===== src/rtl/uart_pkg.sv =====
// Shared definitions for the board UART receive/transmit pair.
package uart_pkg;

  localparam int UART_CLK_DIV_DEFAULT = 217;
  localparam int UART_DATA_BITS       = 8;

  typedef enum logic [2:0] {
    IDLE  = 3'd0,
    START = 3'd1,
    DATA  = 3'd2,
    STOP  = 3'd3,
    BREAK = 3'd4
  } uart_rx_state_t;

endpackage


===== src/rtl/uart_rx_module_if.sv =====
// Byte holding-register handshake between the UART receiver and its consumer.
interface uart_rx_module_if;
  import uart_pkg::*;

  logic [UART_DATA_BITS-1:0] data_out;
  logic                      valid;
  logic                      ready;
  logic                      busy;
  logic                      frame_err;
  logic                      overrun;

  modport master (
    output data_out,
    output valid,
    output busy,
    output frame_err,
    output overrun,
    input  ready
  );

  modport slave (
    input  data_out,
    input  valid,
    input  busy,
    input  frame_err,
    input  overrun,
    output ready
  );

endinterface


===== src/rtl/sync_2ff.sv =====
// Generic two-stage synchroniser for asynchronous inputs, with a selectable reset value.
module sync_2ff #(
  parameter int               WIDTH     = 1,
  parameter logic [WIDTH-1:0] RESET_VAL = '1
) (
  input  logic             clk,
  input  logic             reset_n,
  input  logic [WIDTH-1:0] i_d,
  output logic [WIDTH-1:0] o_q
);

  logic [WIDTH-1:0] r_meta;
  logic [WIDTH-1:0] r_sync;

  // Two back-to-back flops; only r_sync is safe to use downstream.
  always_ff @(posedge clk or negedge reset_n) begin
    if (!reset_n) begin
      r_meta <= RESET_VAL;
      r_sync <= RESET_VAL;
    end else begin
      r_meta <= i_d;
      r_sync <= r_meta;
    end
  end

  assign o_q = r_sync;

endmodule


===== src/rtl/uart_rx_module.sv =====
// 8N1 UART receiver with a single-entry valid/ready holding register.
//
// state | meaning
// ------+-------------------------------------------------------------
// IDLE  | line idle, waiting for rx_s low
// START | half a bit into the start bit; re-check to reject glitches
// DATA  | sampling the 8 data bits mid-bit, LSB first
// STOP  | sampling the stop bit; high delivers the byte, low is a framing error
// BREAK | line held low after a framing error; wait for it to go high
module uart_rx_module
  import uart_pkg::*;
#(
  parameter int CLK_DIV = UART_CLK_DIV_DEFAULT
) (
  input  logic              clk,
  input  logic              reset_n,
  input  logic              rx,
  uart_rx_module_if.master  rx_if
);

  localparam int                          HALF      = CLK_DIV / 2;
  localparam logic [15:0]                 HALF_LOAD = 16'(HALF - 1);
  localparam logic [15:0]                 BIT_LOAD  = 16'(CLK_DIV - 1);
  localparam logic [2:0]                  LAST_BIT  = 3'(UART_DATA_BITS - 1);

  logic                       w_rx_s;
  uart_rx_state_t             r_state;
  logic [15:0]                r_clk_cnt;
  logic [2:0]                 r_bit_cnt;
  logic [UART_DATA_BITS-1:0]  r_shift;
  logic [UART_DATA_BITS-1:0]  r_data;
  logic                       r_valid;
  logic                       r_frame_err;
  logic                       r_overrun;

  sync_2ff #(
    .WIDTH     (1),
    .RESET_VAL (1'b1)
  ) u_rx_sync (
    .clk     (clk),
    .reset_n (reset_n),
    .i_d     (rx),
    .o_q     (w_rx_s)
  );

  // Frame sequencing, bit timing and the holding register, all in one process.
  always_ff @(posedge clk or negedge reset_n) begin
    if (!reset_n) begin
      r_state     <= IDLE;
      r_clk_cnt   <= '0;
      r_bit_cnt   <= '0;
      r_shift     <= '0;
      r_data      <= '0;
      r_valid     <= 1'b0;
      r_frame_err <= 1'b0;
      r_overrun   <= 1'b0;
    end else begin
      r_frame_err <= 1'b0;
      r_overrun   <= 1'b0;

      // Consumer handshake; a byte arriving in the same cycle overrides this below.
      if (r_valid && rx_if.ready) begin
        r_valid <= 1'b0;
      end

      case (r_state)
        IDLE: begin
          if (!w_rx_s) begin
            r_state   <= START;
            r_clk_cnt <= HALF_LOAD;
          end
        end

        START: begin
          if (r_clk_cnt == 16'd0) begin
            if (!w_rx_s) begin
              r_state   <= DATA;
              r_clk_cnt <= BIT_LOAD;
              r_bit_cnt <= 3'd0;
            end else begin
              r_state <= IDLE;
            end
          end else begin
            r_clk_cnt <= r_clk_cnt - 16'd1;
          end
        end

        DATA: begin
          if (r_clk_cnt == 16'd0) begin
            r_shift   <= {w_rx_s, r_shift[UART_DATA_BITS-1:1]};
            r_clk_cnt <= BIT_LOAD;
            if (r_bit_cnt == LAST_BIT) begin
              r_state <= STOP;
            end else begin
              r_bit_cnt <= r_bit_cnt + 3'd1;
            end
          end else begin
            r_clk_cnt <= r_clk_cnt - 16'd1;
          end
        end

        STOP: begin
          if (r_clk_cnt == 16'd0) begin
            if (w_rx_s) begin
              // Newest byte wins; flag the loss if the old one was never taken.
              r_data    <= r_shift;
              r_valid   <= 1'b1;
              r_overrun <= r_valid && !rx_if.ready;
              r_state   <= IDLE;
            end else begin
              r_frame_err <= 1'b1;
              r_state     <= BREAK;
            end
          end else begin
            r_clk_cnt <= r_clk_cnt - 16'd1;
          end
        end

        BREAK: begin
          if (w_rx_s) begin
            r_state <= IDLE;
          end
        end

        default: begin
          r_state <= IDLE;
        end
      endcase
    end
  end

  assign rx_if.data_out  = r_data;
  assign rx_if.valid     = r_valid;
  assign rx_if.busy      = (r_state != IDLE);
  assign rx_if.frame_err = r_frame_err;
  assign rx_if.overrun   = r_overrun;

endmodule


===== src/flat_wrapper.sv =====
// flat-port wrapper written by rule: the top's interface ports become plain ports
module uart_rx_module_flat import uart_pkg::*;
#(
  parameter int CLK_DIV = UART_CLK_DIV_DEFAULT
)
  (clk, reset_n, rx, rx_if_data_out, rx_if_valid, rx_if_busy, rx_if_frame_err, rx_if_overrun, rx_if_ready);
  uart_rx_module_if rx_if_i ();
  input  logic clk;
  input  logic reset_n;
  input  logic rx;
  output wire logic [$bits(rx_if_i.data_out)-1:0] rx_if_data_out;
  output wire logic [$bits(rx_if_i.valid)-1:0] rx_if_valid;
  output wire logic [$bits(rx_if_i.busy)-1:0] rx_if_busy;
  output wire logic [$bits(rx_if_i.frame_err)-1:0] rx_if_frame_err;
  output wire logic [$bits(rx_if_i.overrun)-1:0] rx_if_overrun;
  input wire logic [$bits(rx_if_i.ready)-1:0] rx_if_ready;
  assign rx_if_data_out = rx_if_i.data_out;
  assign rx_if_valid = rx_if_i.valid;
  assign rx_if_busy = rx_if_i.busy;
  assign rx_if_frame_err = rx_if_i.frame_err;
  assign rx_if_overrun = rx_if_i.overrun;
  assign rx_if_i.ready = rx_if_ready;
  uart_rx_module #(.CLK_DIV(CLK_DIV)) u_core (.clk(clk), .reset_n(reset_n), .rx(rx), .rx_if(rx_if_i));
endmodule

===== config.mk =====
export PLATFORM = sky130hd
export DESIGN_NAME = uart_rx_module_flat
export DESIGN_NICKNAME = d
export VERILOG_FILES = /design/src/rtl/uart_pkg.sv /design/src/rtl/uart_rx_module_if.sv /design/src/rtl/sync_2ff.sv /design/src/rtl/uart_rx_module.sv /design/src/flat_wrapper.sv
export SDC_FILE = /design/constraint.sdc
export NUM_CORES = 1
export LEC_CHECK = 0
export BUFFER_PORTS_ARGS = -buffer_cell sky130_fd_sc_hd__buf_2
export CAP_MARGIN = 20
export CORE_ASPECT_RATIO = 1.1
export CORE_UTILIZATION = 40
export DETAILED_ROUTE_END_ITERATION = 12
export RECOVER_POWER = 25
export SYNTH_ARGS = -nofsm -noshare
export SYNTH_HDL_FRONTEND = slang
export SYNTH_SLANG_ARGS = --single-unit

===== constraint.sdc =====
create_clock -name clk -period 3.3 [get_ports clk]
set_clock_uncertainty 0.2 [all_clocks]
set_input_delay 0.66 -clock clk [delete_from_list [all_inputs] [get_ports clk]]
set_output_delay 0.66 -clock clk [all_outputs]
set_load 0.1 [all_outputs]

==> results.sh, run 1 <==
export IMPL_core_area_sq_um=5034
export IMPL_syn_inst=194
export IMPL_cts_root_buf="clkbuf_8"
export IMPL_dp_cells=261
export IMPL_grt_max_degree=44
export IMPL_ys_flop_type="dfrtp_1"
export IMPL_multiInputGateArea_sq_um=958.4
export IMPL_grt_overflow_total=0
export IMPL_outcome="finished, violations left"
export IMPL_routed_wl_mm=4.012
export IMPL_fmax_mhz=368.2
export IMPL_syn_cell_area_sq_um=2117
export IMPL_ff_latch_area_sq_um=1079
export IMPL_setup_violations_final=0
export IMPL_dpl_hpwl_mm=2.770
export IMPL_grt_setup_unrepaired="no"
export IMPL_n_fill_cell=464
export IMPL_drv_cap=1
export IMPL_drt_pass1_iterations=4
export IMPL_areaGrowthSynthToFinish_pct=10.46
export IMPL_antenna_found_initial=0
export IMPL_grtUsageTotal_pct=16.05
export IMPL_fin_util_pct=46.46
export IMPL_final_cell_count_no_fill=270
export IMPL_grt_pass1_wl_mm=7.010
export IMPL_cts_tree="done"
export IMPL_die_h_microns=78.30
export IMPL_pre_cts_ws_ps=584.3
export IMPL_clock_latency_ps=300
export IMPL_worst_pin_slew_ps=2235
export IMPL_cp_arrival_ps=2700
export IMPL_cts_setup_buffers=0
export IMPL_die_area_sq_um=5588
export IMPL_synth_cell_type_count=45
export IMPL_hold_buffers=0
export IMPL_hold_viol=0
export IMPL_grt_pass1_vias=1509
export IMPL_slew_headroom_pct=-49.00
export IMPL_min_path_type="register to register"
export IMPL_period_needed_ps=2716
export IMPL_ant_nets=0
export IMPL_cts_sinks=43
export IMPL_postCtsResizedCells=0
export IMPL_numCtsBuffers=5
export IMPL_critPathRequiredTime_ps=3280
export IMPL_avgSynthCellArea_sq_um=10.91
export IMPL_io_pin_count=16
export IMPL_path_class="register to register"
export IMPL_drt_iter0_drc=75
export IMPL_die_w_microns=71.37
export IMPL_wire_per_inst_microns=14.86
export IMPL_start_util_pct=42.06
export IMPL_clockBufferDepth=2
export IMPL_fin_ws_ps=583.7
export IMPL_synth_async_sr_flop_share_pct=100.0
export IMPL_cts_max_level=2
export IMPL_cp_max_fo=8
export IMPL_io_buffers=15
export IMPL_vias=1542
export IMPL_failed_checks="capacitance limit, slew limit"
export IMPL_yosysSeqAreaShare_pct=50.95
export IMPL_ir_worst_vdd_v=0.0002494
export IMPL_nets=218
export IMPL_ys_warn_count=0
export IMPL_worstSetupEndpointType="register"
export IMPL_synth_edf_count=0
export IMPL_final_max_slew_viol_count=44
export IMPL_fin_crit_sh_pct=82.31
export IMPL_gp_congestion=0.8065
export IMPL_n_antenna_cell=0
export IMPL_drc=0
export IMPL_p_leak_nw=1.113
export IMPL_drive_above_1_share_pct=25.00
export IMPL_tns_ps=0
export IMPL_viasPerCell=5.711
export IMPL_ys_seq_elements=43
export IMPL_synth_nets=201
export IMPL_pwr_density_cell_nw_per_um2=387.2
export IMPL_clk_pin_slew_ps=90
export IMPL_start_kind="register"
export IMPL_std_cell_rows=27
export IMPL_finalPower_mw=0.9056
[flip-flops by register name, indices dropped and copies added, names as in the netlist]
register and cells:
u_core.r_bit_cnt 3, u_core.u_rx_sync.r_meta 1, u_core.rx_if.frame_err 1, u_core.r_shift 8, u_core.r_state 3, u_core.rx_if.valid 1
u_core.u_rx_sync.o_q 1, u_core.rx_if.overrun 1, u_core.rx_if.data_out 8, u_core.r_clk_cnt 16
[logic make-up (layout without fill, tap and decap cells)]
| logic type | Yosys count | after routing | share of synthesized area (%) |
|---|---|---|---|
| buf+inv | 16 | 34 | 4.137 |
| mux | 18 | 18 | 9.456 |
| flops | 43 | 43 | 50.95 |
| fa+ha+maj | 3 | 3 | 1.773 |
| simple gates | 70 | 70 | 19.68 |
| compound gates | 44 | 44 | 14.01 |
[metrics by stage]
stage | hold slack (ps) | cell area, sq um
floorplan | 145.2 | 2117
global placement | 146.0 | 2233
detailed placement | 150.8 | 2233
CTS | 164.3 | 2332
global route | 167.3 | 2338
finish | 161.7 | 2338
[cell usage in the layout, fill, tap and decap left out, types with 4 or more instances in the layout]
cell,instances
a21oi_1,6
clkbuf_8,6
nor2_1,21
mux2_2,16
nand3_1,4
nor4_1,4
a32o_1,4
o21ai_0,12
a31oi_1,8
nand2b_1,5
dfrtp_1,41
inv_1,7
nor3_1,9
nand2_1,6
buf_4,4
buf_2,14
[synthesized netlist by cell type, types with 3 or more instances]
cell	instances	area [sq um]
a21o_1	3	22.52
a21oi_1	6	30.03
a31oi_1	8	50.05
a32o_1	4	40.04
buf_6	3	33.78
clkbuf_1	4	15.01
dfrtp_1	41	1026
ha_1	3	37.54
inv_1	7	26.28
mux2_2	16	180.2
nand2_1	6	22.52
nand2b_1	5	31.28
nand3_1	4	20.02
nor2_1	21	78.83
nor3_1	9	45.04
nor4_1	4	25.02
o21ai_0	12	60.06
[metal layers]
layer	global-route usage, %	share of wire (%)
met2	26.00	48
met5	0	0
met3	4.108	3.7
met4	5.600	1.1
met1	20.77	48
[cell type report]
class | count | share of cell area (%)
sequential | 43 | 46.12
multi-input combinational | 135 | 40.98
clock buffer | 6 | 3.531
clock inverter | 2 | 0.6956
inverter | 7 | 1.124
timing repair buffer | 19 | 4.441
tap | 58 | 3.103
[power breakdown]
part           internal [mW]  switching (mW)
clock                  0.171           0.191
combinational        0.00184          0.0121
sequential             0.529         0.00101
[worst max-delay path: stages (launching register included)]
cell     delay, ps
dfrtp_1        410
inv_1           70
ha_1           190
nor4b_1        410
nand4_1        310
nor4_4         600
mux2_2         410
[path summary, 6_finish.rpt]
kind,startpoint,end,slack (ps),cells after the start
max,u_core.r_clk_cnt[0],u_core.rx_if.data_out[3],580,6
min,u_core.u_rx_sync.r_meta,u_core.u_rx_sync.o_q,160,0
max reg2reg,u_core.r_clk_cnt[0],u_core.rx_if.data_out[3],580,6
min reg2reg,u_core.u_rx_sync.r_meta,u_core.u_rx_sync.o_q,160,0
max in group asynchronous,reset_n,u_core.r_clk_cnt[10],800,1
min in group asynchronous,reset_n,u_core.r_clk_cnt[15],810,1
Power figures use the tool's default switching activity.
==> run 2: changes to the inputs <==
clock period = 2.75 ns   (was 3.3 ns; I/O delays follow)
==> run 2 against run 1 <==
The flow now finishes without violations. Total power rose by 19%. Setup slack worse by 410 ps. Design area is 2.1% higher. Die area unchanged. Wire length grew 4.8%. Critical path depth is 1 higher. Register-to-register slack worse by 410 ps. Largest power group unchanged.
==> results.sh, run 2 (synthesis gave the netlist of run 1 again) <==
export IMPL_finalPower_mw=1.076
export IMPL_routed_wl_mm=4.206
export IMPL_die_w_microns=71.37
export IMPL_drive_above_1_share_pct=27.98
export IMPL_ir_worst_vdd_v=0.0003448
export IMPL_areaGrowthSynthToFinish_pct=12.83
export IMPL_slew_headroom_pct=30.15
export IMPL_path_cells="inv_1 > ha_1 > or4b_4 > or3_1 > nor2_4 > nand2_2 > mux2_2"
export IMPL_pwr_density_cell_nw_per_um2=450.6
export IMPL_hold_viol=0
export IMPL_ff_latch_area_sq_um=1079
export IMPL_grt_util_met1_pct=23.22
export IMPL_min_path_type="input pin to register"
export IMPL_p_clk_share_pct=39.3
export IMPL_drt_pass1_iterations=4
export IMPL_p_comb_share_pct=1.7
export IMPL_fin_crit_sh_pct=93.57
export IMPL_crit_slowest_cell="or4b_4"
export IMPL_io_buffers=15
export IMPL_viasPerCell=5.645
export IMPL_final_max_slew_viol_count=0
export IMPL_worstSetupEndpointType="register"
export IMPL_nets=224
export IMPL_n_fill_cell=474
export IMPL_clockBufferDepth=2
export IMPL_grtUsageTotal_pct=16.93
export IMPL_max_stage_delay_ps=500
export IMPL_drv_cap=0
export IMPL_cp_max_fo=8
export IMPL_cts_sinks=43
export IMPL_antenna_found_initial=0
export IMPL_start_util_pct=42.06
export IMPL_drt_iter0_drc=105
export IMPL_internal_power_mw=0.8422
export IMPL_grt_use_met2_pct=26.00
export IMPL_switching_share_pct=21.74
export IMPL_n_antenna_cell=0
export IMPL_io_pin_count=16
export IMPL_worst_pin_slew_ps=1048
export IMPL_grt_setup_unrepaired="no"
export IMPL_p_leak_nw=1.147
export IMPL_die_area_sq_um=5588
export IMPL_period_needed_ps=2573
export IMPL_largest_reg_flops=16
export IMPL_cts_root_buf="clkbuf_8"
export IMPL_cts_tree="done"
export IMPL_mostFrequentLayoutCell="dfrtp_1"
export IMPL_grt_pass1_wl_mm=7.452
export IMPL_hold_buffers=0
export IMPL_largest_register="u_core.r_clk_cnt"
export IMPL_pwr_share_seq_pct=59.0
export IMPL_outcome="finished clean"
export IMPL_drc=0
export IMPL_core_area_sq_um=5034
export IMPL_met3_usage_pct=3.979
export IMPL_critPathRequiredTime_ps=2730
export IMPL_grt_pass1_vias=1564
export IMPL_die_h_microns=78.30
export IMPL_cp_arrival_ps=2550
export IMPL_path_class="register to register"
export IMPL_fmax_mhz=388.6
export IMPL_grt_max_degree=44
export IMPL_p_sw_mw=0.2340
export IMPL_busiest_layer="met2"
export IMPL_wire_per_inst_microns=15.24
export IMPL_grt_overflow_total=0
export IMPL_dpl_hpwl_mm=2.867
export IMPL_layout_common_cells="dfrtp_1, nor2_1, mux2_2"
export IMPL_std_cell_rows=27
export IMPL_clk_pin_slew_ps=80
export IMPL_gp_congestion=0.8233
export IMPL_ant_nets=0
export IMPL_numCtsBuffers=5
export IMPL_clock_latency_ps=290
export IMPL_start_kind="register"
export IMPL_tns_ps=0
export IMPL_multiInputGateArea_sq_um=964.7
export IMPL_setup_violations_final=0
export IMPL_cts_max_level=2
export IMPL_vias=1558
run 2: changes by cell type in the layout (fill, tap and decap cells not counted), sizes merged:
cell / change
buf: +6
run 2: power groups by stage:
stage | Clock [mW] | Combinational, mW | Sequential, mW
finish | 0.423 | 0.0178 | 0.635
global route | 0.465 | 0.0216 | 0.636
CTS | 0.446 | 0.0197 | 0.636
detailed placement | 0 | 0.0197 | 0.648
global placement | 0 | 0.0195 | 0.648
floorplan | 0 | 0.00309 | 0.648
run 2: per-layer routing:
metal	up-vias	share of wire [%]	routed length, microns
li1	757	-	-
met1	767	48	2037
met2	29	47	1988
met3	5	3.2	136
met4	0	1.0	44
met5	-	0	0
run 2: path summary, 6_finish.rpt:
| path | start | end | slack [ps] | cells past startpoint |
|---|---|---|---|---|
| max | u_core.r_clk_cnt[0] | u_core.r_shift[4] | 180 | 7 |
| min | rx | u_core.u_rx_sync.r_meta | 150 | 1 |
| max reg2reg | u_core.r_clk_cnt[0] | u_core.r_shift[4] | 180 | 7 |
| min reg2reg | u_core.u_rx_sync.r_meta | u_core.u_rx_sync.o_q | 160 | 0 |
| max in group asynchronous | reset_n | u_core.r_clk_cnt[7] | 1390 | 2 |
| min in group asynchronous | reset_n | u_core.r_clk_cnt[9] | 310 | 2 |
run 2: layout make-up:
type / count / area share (%)
Tap cell: 58 / 3.038
Inverter: 7 / 1.100
Clock inverter: 2 / 0.6810
Multi-Input combinational cell: 135 / 40.39
Clock buffer: 6 / 3.457
Sequential cell: 43 / 45.15
Timing Repair Buffer: 25 / 6.181
run 2: worst max-delay path: cells and delay by family (launching register included):
kind          cells  cell delay, ps
fa+ha+maj         1             170
buf+inv           1              60
simple gates      4            1300
mux               1             320
flops             1             410
run 2: metrics by stage:
step	std cells	instance area [sq um]	utilization [%]	hold WS, ps	setup WS (ps)
floorplan	194	2117	-	54.41	368.7
finish	276	2389	47.45	148.3	176.8
detailed placement	266	2271	45.12	149.1	147.8
CTS	274	2370	47.08	135.9	130.0
global route	276	2389	47.45	129.3	34.50
global placement	266	2271	45.12	148.1	176.8
run 2: timing repair:
item | 4_1_cts | 5_1_grt
endpoints found under the setup margin | 0 | 10
buffers inserted | 0 | 2
resized for setup | 0 | 1
==> run 3: changes to the inputs <==
GPL_TIMING_DRIVEN = 0   (was not set)
==> run 3 against run 2 <==
Setup slack improved by 51 ps. Clock-buffer cell count unchanged. Design area increased by 1.6%. Clock power is 26% higher. Critical path depth is 1 higher. Total power is 10% higher. Wire length decreased by 0.14%.
==> results.sh, run 3 (synthesis gave the netlist of run 1 again) <==
export IMPL_io_buffers=15
export IMPL_grt_overflow_total=0
export IMPL_die_h_microns=78.30
export IMPL_outcome="finished clean"
export IMPL_layout_common_cells="dfrtp_1, nor2_1, mux2_2"
export IMPL_nets=224
export IMPL_grt_pass1_vias=1517
export IMPL_n_antenna_cell=0
export IMPL_cp_max_fo=6
export IMPL_dp_cells=267
export IMPL_path_class="register to register"
export IMPL_cts_tree="done"
export IMPL_drt_pass1_iterations=4
export IMPL_path_buf_inv=2
export IMPL_wire_per_inst_microns=15.22
export IMPL_gp_congestion=0.8749
export IMPL_final_cell_count_no_fill=276
export IMPL_routed_wl_mm=4.200
export IMPL_io_pin_count=16
export IMPL_clk_pin_slew_ps=80
export IMPL_tns_ps=0
export IMPL_start_util_pct=42.06
export IMPL_dpl_hpwl_mm=2.873
export IMPL_final_max_slew_viol_count=0
export IMPL_fin_crit_sh_pct=91.71
export IMPL_fin_util_pct=48.20
export IMPL_areaGrowthSynthToFinish_pct=14.60
export IMPL_hold_viol=0
export IMPL_start_kind="register"
export IMPL_viasPerCell=5.623
export IMPL_worstRegToRegCells=8
export IMPL_r2r_slack_ps=230
export IMPL_pwr_density_cell_nw_per_um2=488.7
export IMPL_path_cells="inv_1 > ha_1 > or4b_4 > or3_1 > buf_6 > nor4_4 > nand2_1 > mux2i_1"
export IMPL_min_path_type="input pin to register"
export IMPL_drv_cap=0
export IMPL_critPathRequiredTime_ps=2790
export IMPL_fmax_mhz=396.5
export IMPL_fin_ws_ps=228.0
export IMPL_drc=0
export IMPL_die_area_sq_um=5588
export IMPL_period_needed_ps=2522
export IMPL_cts_max_level=2
export IMPL_wl_met1_mm=1.978
export IMPL_worstSetupEndpointType="register"
export IMPL_ir_worst_vdd_v=0.0003163
export IMPL_hold_buffers=0
export IMPL_wl_met2_mm=1.995
export IMPL_die_w_microns=71.37
export IMPL_hold_slack_ps=131.4
export IMPL_cts_root_buf="clkbuf_8"
export IMPL_mostFrequentLayoutCell="dfrtp_1"
export IMPL_largest_reg_flops=16
export IMPL_grtUsageTotal_pct=16.95
export IMPL_r2r_start="u_core.r_clk_cnt[0]"
export IMPL_numCtsBuffers=5
export IMPL_highest_layer="met4"
export IMPL_pre_cts_ws_ps=-97.22
export IMPL_setup_violations_final=0
export IMPL_worst_pin_slew_ps=1072
export IMPL_clockBufferDepth=2
export IMPL_vias=1552
export IMPL_p_leak_nw=1.162
export IMPL_grt_setup_unrepaired="no"
export IMPL_drt_iter0_drc=85
export IMPL_cts_sinks=43
export IMPL_hold_end="u_core.u_rx_sync.r_meta"
export IMPL_largest_register="u_core.r_clk_cnt"
export IMPL_r2r_end="u_core.r_bit_cnt[0]"
export IMPL_cp_arrival_ps=2560
export IMPL_grt_max_degree=44
export IMPL_max_stage_delay_ps=500
export IMPL_grt_pass1_wl_mm=7.245
export IMPL_placed_area_sq_um=2265
export IMPL_std_cell_rows=27
export IMPL_crit_slowest_cell="or4b_4"
export IMPL_ant_nets=0
export IMPL_finalPower_mw=1.186
export IMPL_slew_headroom_pct=28.53
export IMPL_core_area_sq_um=5034
export IMPL_drive_above_1_share_pct=25.69
export IMPL_antenna_found_initial=0
export IMPL_hp_start="rx"
export IMPL_clock_latency_ps=310
export IMPL_fin_area_sq_um=2426
export IMPL_min_path_cells=1
export IMPL_critPathTopFamily="simple AND/OR/NAND/NOR gates"
export IMPL_wl_met3_microns=145
-- run 3: worst register-to-register path: stages (launching register included) --
cell and delay (ps):
dfrtp_1 410, inv_1 70, ha_1 190, or4b_4 500
or3_1 340, buf_6 150, nor4_4 370, nand2_1 90
mux2i_1 130
-- run 3: worst max path at each step --
stage,startpoint,to,slack [ps],cells after the start
floorplan,u_core.r_clk_cnt[0],u_core.rx_if.data_out[0],370,6
global placement,u_core.r_clk_cnt[0],u_core.rx_if.data_out[3],-90,6
detailed placement,u_core.r_clk_cnt[0],u_core.rx_if.data_out[3],-100,6
CTS,u_core.r_clk_cnt[0],u_core.r_clk_cnt[4],60,8
global route,u_core.r_clk_cnt[0],u_core.r_bit_cnt[0],20,8
finish,u_core.r_clk_cnt[0],u_core.r_bit_cnt[0],230,8
-- run 3: area by class of cell --
| class | count | area, sq um |
|---|---|---|
| Fill cell | 469 | 2608 |
| Sequential cell | 43 | 1079 |
| Multi-Input combinational cell | 135 | 963.4 |
| Timing Repair Buffer | 17 | 106.4 |
| Clock buffer | 6 | 82.58 |
| Tap cell | 58 | 72.57 |
| Buffer | 8 | 57.56 |
| Clock inverter | 2 | 38.79 |
| Inverter | 7 | 26.28 |
-- run 3: per-layer routing --
layer | GRT usage (%) | vias up
li1 | - | 766
met1 | 22.29 | 752
met2 | 26.57 | 27
met3 | 4.108 | 7
met4 | 7.200 | 0
met5 | 0 | -
-- run 3: repair_timing --
action,4_1_cts,5_1_grt
gates cloned,0,0
buffers inserted,1,0
pin swaps,1,0
setup endpoints to repair,8,28
resized for setup,0,2
-- run 3: power by group --
group | total [mW] | switching [mW] | leakage, nW | internal (mW)
sequential | 0.636 | 0.00114 | 0.563 | 0.634
clock | 0.532 | 0.233 | 0.0618 | 0.299
combinational | 0.0179 | 0.0145 | 0.537 | 0.00342
total | 1.19 | 0.249 | 1.16 | 0.937
